==> src/rtl/systolic_pkg.sv <==
// Shared types and constants for the systolic B-operand path.
// Pure declarations: no latency and no flow control of its own.
package systolic_pkg;

  localparam int DEF_BITS_AB = 8;
  localparam int DEF_DIM     = 8;

  typedef logic signed [DEF_BITS_AB-1:0] b_row_t [DEF_DIM];

  typedef enum logic [1:0] {
    LOAD   = 2'd0,
    FULL   = 2'd1,
    STREAM = 2'd2,
    FLUSH  = 2'd3
  } loader_state_e;

  // Zero rows needed to push the last tile row through a DIM+1 deep FIFO.
  function automatic int flush_cycles(input int dim);
    return dim + 1;
  endfunction

endpackage

==> src/rtl/tile_buffer.sv <==
// DIM-row register file holding one B tile; one write port, one combinational read port.
// Write lands on the next clock edge; read has zero latency; no backpressure.
module tile_buffer
  import systolic_pkg::*;
#(
  parameter int BITS_AB = DEF_BITS_AB,
  parameter int DIM     = DEF_DIM,
  parameter int AW      = (DIM > 1) ? $clog2(DIM) : 1
) (
  input  logic                      clk,
  input  logic                      we,
  input  logic [AW-1:0]             waddr,
  input  logic signed [BITS_AB-1:0] wdata [DIM],
  input  logic [AW-1:0]             raddr,
  output logic signed [BITS_AB-1:0] rdata [DIM]
);

  logic signed [BITS_AB-1:0] mem [DIM][DIM];

  always_ff @(posedge clk) begin
    if (we) begin
      mem[waddr] <= wdata;
    end
  end

  assign rdata = mem[raddr];

endmodule

==> src/rtl/b_tile_loader.sv <==
// Buffers one DIM x DIM B tile via valid/ready, then streams it (en_b, b_out) plus DIM+1 zero rows.
// Outputs registered one cycle after start; wr_ready is low from tile complete until flush done.
module b_tile_loader
  import systolic_pkg::*;
#(
  parameter int BITS_AB = DEF_BITS_AB,
  parameter int DIM     = DEF_DIM
) (
  input  logic                      clk,
  input  logic                      rst,
  input  logic                      wr_valid,
  output logic                      wr_ready,
  input  logic signed [BITS_AB-1:0] wr_row [DIM],
  input  logic                      start,
  output logic                      en_b,
  output logic signed [BITS_AB-1:0] b_out [DIM],
  output logic                      tile_full,
  output logic                      busy,
  output logic                      done
);

  // Counter must reach flush_cycles(DIM) to mark the done cycle.
  localparam int CW = $clog2(DIM + 2);
  localparam int AW = (DIM > 1) ? $clog2(DIM) : 1;

  loader_state_e             state, state_d;
  logic [CW-1:0]             row_cnt, cnt_d;
  logic                      en_b_d, done_d, we;
  logic signed [BITS_AB-1:0] b_out_d [DIM];
  logic signed [BITS_AB-1:0] rdata   [DIM];

  assign wr_ready  = (state == LOAD);
  assign tile_full = (state == FULL);
  assign busy      = (state == STREAM) || (state == FLUSH);

  tile_buffer #(
    .BITS_AB (BITS_AB),
    .DIM     (DIM),
    .AW      (AW)
  ) u_buf (
    .clk   (clk),
    .we    (we),
    .waddr (row_cnt[AW-1:0]),
    .wdata (wr_row),
    .raddr (row_cnt[AW-1:0]),
    .rdata (rdata)
  );

  always_ff @(posedge clk) begin
    if (rst) begin
      state   <= LOAD;
      row_cnt <= '0;
      en_b    <= 1'b0;
      b_out   <= '{default: '0};
      done    <= 1'b0;
    end else begin
      state   <= state_d;
      row_cnt <= cnt_d;
      en_b    <= en_b_d;
      b_out   <= b_out_d;
      done    <= done_d;
    end
  end

  always_comb begin
    state_d = state;
    cnt_d   = row_cnt;
    en_b_d  = 1'b0;
    b_out_d = '{default: '0};
    done_d  = 1'b0;
    we      = 1'b0;
    case (state)
      LOAD: begin
        if (wr_valid) begin
          we = 1'b1;
          if (row_cnt == CW'(DIM - 1)) begin
            state_d = FULL;
            cnt_d   = '0;
          end else begin
            cnt_d = row_cnt + CW'(1);
          end
        end
      end
      FULL: begin
        if (start) begin
          state_d = STREAM;
          cnt_d   = '0;
        end
      end
      STREAM: begin
        en_b_d  = 1'b1;
        b_out_d = rdata;
        if (row_cnt == CW'(DIM - 1)) begin
          state_d = FLUSH;
          cnt_d   = '0;
        end else begin
          cnt_d = row_cnt + CW'(1);
        end
      end
      FLUSH: begin
        // Extra cycle after the zero rows drops en_b and raises done.
        if (row_cnt == CW'(flush_cycles(DIM))) begin
          state_d = LOAD;
          cnt_d   = '0;
          done_d  = 1'b1;
        end else begin
          en_b_d = 1'b1;
          cnt_d  = row_cnt + CW'(1);
        end
      end
      default: state_d = LOAD;
    endcase
  end

endmodule

==> config.mk <==
export PLATFORM = sky130hd
export DESIGN_NAME = b_tile_loader
export DESIGN_NICKNAME = d
export VERILOG_FILES = /design/src/rtl/systolic_pkg.sv /design/src/rtl/tile_buffer.sv /design/src/rtl/b_tile_loader.sv
export SDC_FILE = /design/constraint.sdc
export NUM_CORES = 1
export LEC_CHECK = 0
export ABC_AREA = 1
export CORE_MARGIN = 2
export CORE_UTILIZATION = 52
export CTS_BUF_LIST = sky130_fd_sc_hd__clkbuf_2 sky130_fd_sc_hd__clkbuf_4 sky130_fd_sc_hd__clkbuf_8
export CTS_CLUSTER_DIAMETER = 200
export DETAILED_ROUTE_END_ITERATION = 6
export GPL_TIMING_DRIVEN = 1
export PLACE_DENSITY = 0.79
export SKIP_CTS_REPAIR_TIMING = 1
export SLEW_MARGIN = 15
export SYNTH_ARGS = -nofsm -noshare
export SYNTH_HDL_FRONTEND = slang
export SYNTH_SLANG_ARGS = --single-unit
==> constraint.sdc <==
create_clock -name clk -period 11.6 [get_ports clk]
set_input_delay 2.9 -clock clk [delete_from_list [all_inputs] [get_ports clk]]
set_output_delay 2.9 -clock clk [all_outputs]
set_load 0.005 [all_outputs]
After elaboration in Yosys (flattened, before gate mapping)

Memories as Yosys holds them, arrays and structs flattened. A register that Yosys moved wholly into a read port is not among the register bits.
Index checks and enable logic that the tools add are counted.

$add $sub $neg: 1
Bitwise gates (word level): 2
Multiplexer cells: 18
Equal/unequal tests: 10
Reductions and logical operators: 6

Operators with widths:

| cell                                                                    | count |
|---|---|
| 4-bit two-way mux                                                       | 4 |
| 4-bit one-hot mux with 4 select lines                                   | 1 |
| 2-bit two-way mux                                                       | 5 |
| 2-bit one-hot mux with 4 select lines                                   | 1 |
| 1-bit two-way mux                                                       | 6 |
| 2-bit by 1-bit inequality test with 1-bit output, second input constant | 3 |
| 5-bit AND reduction                                                     | 1 |
| 4-bit by 1-bit adder with 4-bit output, second input constant           | 1 |
| 2-bit equality test, second input constant                              | 2 |
| 4-bit by 3-bit equality test with 1-bit output, second input constant   | 1 |
| 4-bit equality test, second input constant                              | 1 |
| 2-bit inequality test, second input constant                            | 2 |
| 2-bit OR reduction                                                      | 2 |
| 2-bit by 1-bit equality test with 1-bit output, second input constant   | 1 |
| 2-bit logical NOT                                                       | 1 |
| 1-bit NOT                                                               | 2 |
| 1-bit one-hot mux with 2 select lines                                   | 1 |
| 2-bit AND reduction                                                     | 1 |
| 1-bit logical OR                                                        | 1 |

Word-level logic and storage cells: 42
Output and inout port bits: 69
Memories: 1
Register bits after elaboration: 8
RAM bits: 512
Bits of input ports: 68

Memories:

| memory    | depth | bits a word | read ports | clocked after Yosys merged registers in | write ports | RTL line          | text |
|---|---|---|---|---|---|---|---|
| u_buf.mem | 8     | 64          | 1          | 1                                       | 1           | tile_buffer.sv:18 | `logic signed [BITS_AB-1:0] mem [DIM][DIM];` |

Longest topological paths before layout

Word-level depth: 4
Gate-level depth with buffers: 9
Mapped depth without buffers: 9

Hierarchy

From an unflattened synthesis, not the netlist that was laid out.

Cell total of the unflattened synthesis: 2499
Area total of the unflattened synthesis: 25165.4 um^2

By module, submodules not included:

| module        | instances | area each (um^2) | cells an instance | sequential area each (um^2) |
|---|---|---|---|---|
| tile_buffer   | 1         | 22376.5          | 2230              | 15374.7 |
| b_tile_loader | 1         | 2788.9           | 269               | 1441.4 |

Least setup slack after synthesis

OpenSTA, ideal clock, no wires.

Path type: in2reg
Start: in wr_valid
End: mem u_buf.mem[1][0] (netlist bit) (enable)
Library setup time: 0.486 ns
Arrival: 5.773 ns
Buffers on the path: 0
Stages on the path: 4
Slack: 5.341 ns
Required time: 11.114 ns
Path through: nand2_1 inv_1 nand2_1 nor2_1

Longest elaborated chain between the ends: 4

Ends and longest elaborated chain:

| element                                 | RTL line            | text |
|---|---|---|
| from (decl)                             | b_tile_loader.sv:11 | `input logic wr_valid,` |
| 1-bit two-way mux                       | b_tile_loader.sv:74 | `if (wr_valid) begin` |
| 1-bit two-way mux                       | b_tile_loader.sv:72 | `case (state)` |
| 1-bit two-way mux                       | tile_buffer.sv:21   | `if (we) begin` |
| 1-bit two-way mux (not written as such) | tile_buffer.sv:22   | `mem[waddr] <= wdata;` |
| to (decl)                               | tile_buffer.sv:18   |  |

No other way between the ends.

Worst setup path in the final report

Start: in wr_valid
End: mem u_buf.mem[7][33] (netlist bit) (enable)

The elaborated chain is that of the path after synthesis.

==> flow_metrics.tcl <==
set metrics [dict create \
    grt_pass1_wl_um 69000 \
    via_count 13200 \
    cts_max_level 3 \
    final_cell_mix "edfxtp_1, nor2_1, nand2_1" \
    synth_fa_ha_area_share_pct 0.397 \
    place_inst 2319 \
    setup_slack_ns 6.52 \
    gp_congestion 0.757 \
    root_buffer "clkbuf_8" \
    post_drt_wl_per_cell_um 17.8 \
    grt_pass1_vias 13200 \
    synthSimpleGateAreaFrac_pct 9.73 \
    min_from "row_cnt[3]" \
    ys_seq_area_share_pct 76.3 \
    vdd_drop_max_mv 0.117 \
    finalHoldViolations 0 \
    io_buffer_count 136 \
    fmax_mhz 197 \
    worstHoldPathCells 2 \
    startpoint_type "input pin" \
    r2r_start "row_cnt[0]" \
    whs_ns 0.546 \
    hold_path.class "flip-flop to flip-flop" \
    synth_area_leaders "edfxtp_1, dfxtp_1, nor2_1, o211ai_1, nand2_1" \
    slew_headroom_pct 27.2 \
    reg2reg_slack_ns 7.65 \
    drv_cap 0 \
    yosys.area.top_type_share_pct 69.7 \
    skew_ns 0.0202 \
    cts_tree "yes" \
    r2r_end "b_out[58]" \
    fin_nets 1945 \
    drive_above_1_share_pct 9.66 \
    syn_area_mm2 0.0220 \
    area_growth_pct 16.3 \
    grt_max_degree 108 \
    dp_slack_ns 5.89 \
    cp_max_fo 36 \
    ant_nets 0 \
    core_mm2 0.0419 \
    min_to "done" \
    viasPerCell 5.33 \
    grtUsageTotal_pct 20.3 \
    min_period_ns 5.08 \
    drv_slew 0 \
    dieWidth_um 210 \
    p_leak_nw 9.12 \
    synth-xor-area-share_pct 0.0397 \
    clk_latency_ns 0.63 \
    drt_iter0_markers 1039 \
    fin_cells 2486 \
    use_met1_pct 25.7 \
    die_y_um 210 \
    cp-end-kind "flip-flop" \
    required_ns 11.86 \
    dp_hpwl_um 24400 \
    synth_seq_cells 584 \
    synth_nets 1794 \
    dr.pass1.iters 7 \
    rsz0062_at_grt "no" \
    yosysTopAreaCell "edfxtp_1" \
    synth_area_per_cell_um2 12.8 \
    path_clk_slew_ns 0.06 \
    antenna_found_initial 2 \
    rr_worst_depth 9 \
    critPathKind "input pin to flip-flop" \
    cts_buffer_depth 3 \
    dieArea_mm2 0.0441 \
    layout_commonest_cell "edfxtp_1" \
    synth_compound_area_share_pct 8.78 \
    synthCells 1719 \
    numCtsBuffers 88 \
    cts_sinks 584 \
    grtUsageMet2_pct 34.5 \
    pin_count 137 \
    synth_cell_type_count 22 \
    worst_pin_slew_ns 1.09 \
    start_util_pct 52.7 \
    status "finished, final reports clean" \
    busiest_layer "met2" \
    pwr_density_cell_mw_per_mm2 216 \
    fin_setup_tns_ns 0 \
    setup_viol 0 \
    fin_crit_sh_pct 43.8 \
    synth_top_family_by_area "simple AND/OR/NAND/NOR gates" \
    synth_mux_area_share_pct 0 \
    row_count 75 \
    critical_path_arrival_ns 5.34 \
    grtUsageMet3_pct 3.49 \
    grt_overflow 0 \
    drt_wl_total_um 44300 \
    drcViolationCount 0 \
    yosys_warnings 0 \
]
## logic make-up after synthesis
| group | Yosys count |
|---|---|
| and+or+nand+nor | 565 |
| DFF | 584 |
| AOI/OAI and AO/OA | 323 |
| buffers and inverters | 239 |
| adders and majority gates | 7 |
| xor gates and xnor gates | 1 |
## where the power goes
part | leakage [nW] | internal [mW] | switching [mW]
Combinational | 2.90 | 0.359 | 0.838
Clock | 0.984 | 0.946 | 0.768
Sequential | 5.23 | 2.55 | 0.0711
## how the worst max path moves through the flow
| stage | start | end | slack [ns] |
|---|---|---|---|
| finish | wr_valid | u_buf.mem[7][33] | 6.52 |
| global route | wr_valid | u_buf.mem[7][8] | 6.42 |
| CTS | wr_valid | u_buf.mem[4][34] | 6.56 |
| detailed placement | wr_valid | u_buf.mem[7][33] | 5.89 |
| global placement | wr_valid | u_buf.mem[7][47] | 5.91 |
| floorplan | wr_valid | u_buf.mem[1][0] | 5.34 |
## stage by stage
step | cell area [um^2] | total power, mW | utilization (%)
2_1_floorplan | 22000 | 3.49 | -
3_5_place_dp | 23800 | 3.86 | 56.9
4_1_cts | 25600 | 5.57 | 61.3
6_report | 25700 | 5.54 | 61.3
3_3_place_gp | 23800 | 3.82 | 56.9
5_1_grt | 25700 | 5.81 | 61.3
## layer usage
| metal | up-vias | routed length [um] |
|---|---|---|
| met2 | 510 | 22300 |
| met3 | 85 | 2890 |
| met1 | 6365 | 17900 |
| li1 | 6287 | - |
| met4 | 2 | 1260 |
| met5 | - | 13 |
## cells in the mapped netlist (all sizes together)
| cell type | count |
|---|---|
| a21oi | 1 |
| buf | 63 |
| clkbuf | 28 |
| dfxtp | 72 |
| edfxtp | 512 |
| ha | 7 |
| inv | 148 |
| nand2 | 214 |
| nand3 | 6 |
| nand4 | 1 |
| nor2 | 341 |
| nor3 | 1 |
| o211ai | 128 |
| o21ai | 194 |
| or2 | 2 |
| xor2 | 1 |
## flip-flops by register name (all words and copies together), names as in the netlist
name       cells
u_buf.mem    512
done           1
state          2
b_out         64
en_b           1
row_cnt        4
## worst max-delay path: stages
cell and delay [ns]:
clkdlybuf4s50_1 0.48, nand2_1 0.10, inv_1 0.10, nand2_1 0.24, nor2_4 0.86, buf_4 0.62
## layout make-up
cell class	count	area, um^2
Antenna cell	1	2.50
Fill cell	3038	16200
Clock buffer	132	1620
Inverter	148	558
Multi-Input combinational cell	896	4270
Clock inverter	34	225
Tap cell	539	674
Timing Repair Buffer	152	1480
Sequential cell	584	16800
No activity file was read; power rests on OpenSTA's default activity.
